`config.mk`:
```
export PLATFORM = sky130hd
export DESIGN_NAME = uart_word_assembler
export DESIGN_NICKNAME = d
export VERILOG_FILES = /design/src/rtl/uart_word_assembler.sv
export SDC_FILE = /design/constraint.sdc
export NUM_CORES = 1
export LEC_CHECK = 0
export BUFFER_PORTS_ARGS = -buffer_cell sky130_fd_sc_hd__clkbuf_2
export CAP_MARGIN = 10
export CELL_PAD_IN_SITES_DETAIL_PLACEMENT = 1
export CELL_PAD_IN_SITES_GLOBAL_PLACEMENT = 1
export CORE_MARGIN = 4
export CORE_UTILIZATION = 40
export DETAILED_ROUTE_END_ITERATION = 12
export PLACE_DENSITY_LB_ADDON = 0.3
export SLEW_MARGIN = 15
export SYNTH_ARGS = -nofsm -noshare
export SYNTH_HDL_FRONTEND = slang
export SYNTH_SLANG_ARGS = --single-unit
```
`constraint.sdc`:
```
create_clock -name clk -period 2.55 [get_ports clk]
set_clock_uncertainty 0.05 [all_clocks]
set_input_delay 0.1275 -clock clk [delete_from_list [all_inputs] [get_ports clk]]
set_output_delay 0.1275 -clock clk [all_outputs]
set_load 0.02 [all_outputs]
```
`src/rtl/uart_word_assembler.sv`:
```
// Rebuilds WORD_BYTES-wide words from a UART byte stream framed as
// sync byte, data bytes (MSB first) and an XOR checksum byte.
module uart_word_assembler #(
    parameter logic [7:0] SYNC_BYTE      = 8'hA5,
    parameter int         WORD_BYTES     = 4,
    parameter int         TIMEOUT_CYCLES = 100000
) (
    input  logic                    clk,
    input  logic                    i_reset,
    input  logic [7:0]              i_data,
    input  logic                    i_ready_to_read,
    output logic [8*WORD_BYTES-1:0] o_word,
    output logic                    o_word_valid,
    output logic                    o_frame_error,
    output logic                    o_busy
);

    localparam int WORD_W = 8 * WORD_BYTES;
    localparam int IDX_W  = $clog2(WORD_BYTES + 1);
    localparam int GAP_W  = $clog2(TIMEOUT_CYCLES);

    localparam logic [IDX_W-1:0] LAST_IDX  = IDX_W'(WORD_BYTES - 1);
    localparam logic [GAP_W-1:0] GAP_LIMIT = GAP_W'(TIMEOUT_CYCLES - 1);

    typedef enum logic [1:0] {
        ST_IDLE,
        ST_DATA,
        ST_CHECK
    } state_t;

    state_t             state_q, state_d;
    logic [WORD_W-1:0]  shift_q, shift_d;
    logic [7:0]         acc_q, acc_d;
    logic [IDX_W-1:0]   idx_q, idx_d;
    logic [GAP_W-1:0]   gap_q, gap_d;
    logic [WORD_W-1:0]  word_q, word_d;
    logic               word_valid_q, word_valid_d;
    logic               frame_error_q, frame_error_d;
    logic               busy_q, busy_d;
    logic               timeout_hit;

    // A strobe in the same cycle as the limit always wins over the timeout.
    assign timeout_hit = (state_q != ST_IDLE) && !i_ready_to_read && (gap_q == GAP_LIMIT);

    always_comb begin
        state_d       = state_q;
        shift_d       = shift_q;
        acc_d         = acc_q;
        idx_d         = idx_q;
        gap_d         = gap_q;
        word_d        = word_q;
        word_valid_d  = 1'b0;
        frame_error_d = 1'b0;

        case (state_q)
            ST_IDLE: begin
                gap_d = '0;
                if (i_ready_to_read && (i_data == SYNC_BYTE)) begin
                    shift_d = '0;
                    acc_d   = '0;
                    idx_d   = '0;
                    state_d = ST_DATA;
                end
            end

            ST_DATA: begin
                if (i_ready_to_read) begin
                    shift_d = WORD_W'({shift_q, i_data});
                    acc_d   = acc_q ^ i_data;
                    gap_d   = '0;
                    if (idx_q == LAST_IDX) begin
                        idx_d   = '0;
                        state_d = ST_CHECK;
                    end else begin
                        idx_d = idx_q + IDX_W'(1);
                    end
                end else if (timeout_hit) begin
                    frame_error_d = 1'b1;
                    gap_d         = '0;
                    idx_d         = '0;
                    state_d       = ST_IDLE;
                end else begin
                    gap_d = gap_q + GAP_W'(1);
                end
            end

            ST_CHECK: begin
                if (i_ready_to_read) begin
                    gap_d   = '0;
                    state_d = ST_IDLE;
                    if (i_data == acc_q) begin
                        word_d       = shift_q;
                        word_valid_d = 1'b1;
                    end else begin
                        frame_error_d = 1'b1;
                    end
                end else if (timeout_hit) begin
                    frame_error_d = 1'b1;
                    gap_d         = '0;
                    state_d       = ST_IDLE;
                end else begin
                    gap_d = gap_q + GAP_W'(1);
                end
            end

            default: begin
                gap_d   = '0;
                idx_d   = '0;
                state_d = ST_IDLE;
            end
        endcase

        busy_d = (state_d != ST_IDLE);
    end

    always_ff @(posedge clk or negedge i_reset) begin
        if (!i_reset) begin
            state_q       <= ST_IDLE;
            shift_q       <= '0;
            acc_q         <= '0;
            idx_q         <= '0;
            gap_q         <= '0;
            word_q        <= '0;
            word_valid_q  <= 1'b0;
            frame_error_q <= 1'b0;
            busy_q        <= 1'b0;
        end else begin
            state_q       <= state_d;
            shift_q       <= shift_d;
            acc_q         <= acc_d;
            idx_q         <= idx_d;
            gap_q         <= gap_d;
            word_q        <= word_d;
            word_valid_q  <= word_valid_d;
            frame_error_q <= frame_error_d;
            busy_q        <= busy_d;
        end
    end

    assign o_word        = word_q;
    assign o_word_valid  = word_valid_q;
    assign o_frame_error = frame_error_q;
    assign o_busy        = busy_q;

endmodule

```
==> run metrics <==
clk sinks 97; minimum clock period 2.30 ns; detailed-router iteration count before antenna repair 5; crit share post-route 90.0%; register area share after synthesis 54.9%; GRT Resource Usage Total 16.9%; synthesized area per cell 10.5 um2; clock buffer count from CTS 9; P per Cell Area 677 mW/mm2; unique cell type count in the Yosys netlist 45; root buffer cell clkbuf_8; cells on worst reg2reg path 8; setup TNS 0 ns; final wirelength 9980 um; Req. time, crit path 2.80 ns; vias in the first global route 3,473; status finished, final reports clean; TritonCTS clock tree yes; hold crit path type primary input to register; Starting Density 40.8%; drt initial violations 150; Area growth syn-to-layout 13.9%; Longest Clk Path Bufs 2; H-tree depth 3; CP Class register to register; dominant cell type by area after synthesis dfrtp_1; I/O Buffers 45; static leakage 2.50 nW; Post-Synthesis Cells 419; clk_lat worst skew 0.36 ns; Yosys warnings 0; # Post-CTS Setup Buffers 0; EDFF count, synth 0; Hold Path Depth 3; Max Slew Vio Count 0; post-synthesis net count 436; fmax 0.436 GHz; Die H 113 um; grt met1 use 21.5%; Max-cap violations 0; fin area 0.00503 mm2; GRT busiest layer met2; die area 0.0128 mm2; DR WL/cell 16.3 um; reg2reg setup slack 0.25 ns; Cell Area, Synth 0.00442 mm2; Fill cells 1,213; final hold vios 0; area occupied by multi-input gates 0.00183 mm2; clk slew on worst S/H paths 0.10 ns; # setup viols final 0; gpl congestion 0.774; global-route wire length before repair 17,400 um; reg-to-reg startpoint state_q[1]$_DFF_PN0_; Hold EP shift_q[5]$_DFFE_PN0P_; Worst Path Arrival 2.55 ns; vias 3,240; unrepaired setup endpoints after global routing false; worst r2r dst shift_q[17]$_DFFE_PN0P_; die width 113 um; Worst Setup Start Kind register; top cell type's share of synthesized area 54.9%; ANT nets after route 0; crit-path max FO 28; register area 0.00243 mm2; global routing usage on met2 29.3%; # rows 38; slew margin rel. 67.5%; Seq cells post-synth 97; Post-synth ARST share 100%; Final nets 485; GR Util met3 3.74%; layout cells sized above 1 22.6%; Synth Flop Type dfrtp_1; endpoint class of the critical path register; I/O pins 46; drt drc 0; initial antenna violation count 0; main area contributors after synthesis dfrtp_1 (55%), mux2_2 (7.9%), nand2_1 (7.2%); hpwl dp 7040 um; HP Start i_data[5]; Least-Margin Pin Slew 0.480 ns; Max rail drop VDD 0.558 mV; vias per cell 5.29; Ant. Diodes 0; post-placement cell count 594; gr ovfl total 0; final non-filler cell total 613; largest net degree at the start of global routing 49; placed cell area 0.00478 mm2; core area 0.0108 mm2
## cells by family after synthesis
group	count (synthesis)	synth area share (%)
buffers and inverters	27	3.71
adder cells (fa/ha/maj)	6	1.70
flip-flops	97	54.9
multiplexers	32	8.15
AND/OR/NAND/NOR	201	22.0
XOR/XNOR	23	4.56
AO/OA/AOI/OAI	33	4.93
## per-stage QoR
step           utilization [%]  setup WS [ns]  power (mW)  hold slack, ns
5_1_grt                   46.4         0.0244        3.60         0.00837
3_3_place_gp              44.1          0.405        2.30         -0.0379
6_report                  46.4          0.255        3.41          0.0121
2_1_floorplan                -          0.601        2.12          -0.218
4_1_cts                   46.4          0.244        3.46         0.00154
3_5_place_dp              44.1          0.295        2.33         -0.0349
## report_power, final
part / total (mW) / internal (mW) / switching, mW / leakage (nW)
sequential: 1.71 / 1.62 / 0.0918 / 1.35
clock: 1.12 / 0.564 / 0.552 / 0.106
combinational: 0.583 / 0.192 / 0.391 / 1.04
total: 3.41 / 2.37 / 1.03 / 2.50
## per-layer routing
layer  vias to the layer above  routed length (um)
met1                      1658                4530
met3                         8                 305
met5                         -                   0
met4                         0                 106
li1                       1526                   -
met2                        48                5050
## registers in the layout (all words and copies together), names as in the netlist, 2 cells and up
register,count
state_q,2
shift_q,32
gap_q,17
acc_q,8
idx_q,3
o_word,32
## critical path: stages (launching register included)
cell and delay (ns):
dfrtp_1 0.46, inv_1 0.14, ha_1 0.28, inv_1 0.15, nor2_1 0.28, or2_1 0.31, buf_4 0.34, nand2_1 0.12
nand2_1 0.08
## cells in the final DEF (no fill, tap or decap), types with 4 or more instances in the layout
cell type	instances
mux2_2	31
nor3_1	6
a21oi_1	7
buf_4	8
ha_1	6
inv_1	8
dfrtp_1	97
nor4b_1	4
o21ai_0	15
nand2_1	85
xor2_1	15
nand4_1	8
nor2_1	28
clkbuf_2	44
xnor2_1	8
nand3_1	45
clkbuf_8	9
## cells in the mapped netlist (all sizes together) (8+ instances only)
cell / instances
dfrtp: 97
nand2: 85
nand3: 45
mux2: 32
nor2: 30
o21ai: 15
xor2: 15
buf: 10
clkbuf: 9
inv: 8
nand4: 8
xnor2: 8
## layout make-up
type,instances,share of cell area [%]
Sequential cell,97,48.2
Multi-Input combinational cell,295,36.4
Timing Repair Buffer,57,6.96
Tap cell,140,3.48
Clock buffer,11,2.61
Clock inverter,5,1.74
Inverter,8,0.597
## how the worst max path moves through the flow
stage / from / to / slack, ns / cells past startpoint
2_1_floorplan: state_q[1]$_DFF_PN0_ / shift_q[10]$_DFFE_PN0P_ / 0.60 / 10
3_3_place_gp: state_q[0]$_DFF_PN0_ / shift_q[8]$_DFFE_PN0P_ / 0.41 / 8
3_5_place_dp: state_q[1]$_DFF_PN0_ / shift_q[27]$_DFFE_PN0P_ / 0.30 / 8
4_1_cts: state_q[1]$_DFF_PN0_ / shift_q[17]$_DFFE_PN0P_ / 0.24 / 8
5_1_grt: state_q[1]$_DFF_PN0_ / shift_q[17]$_DFFE_PN0P_ / 0.02 / 8
6_report: state_q[1]$_DFF_PN0_ / shift_q[17]$_DFFE_PN0P_ / 0.25 / 8
## what timing repair did
action                                 CTS  global route
endpoints found under the hold margin   99             0
hold buffers                             3             0
resized for setup                        0             0
Power figures use the tool's default switching activity.
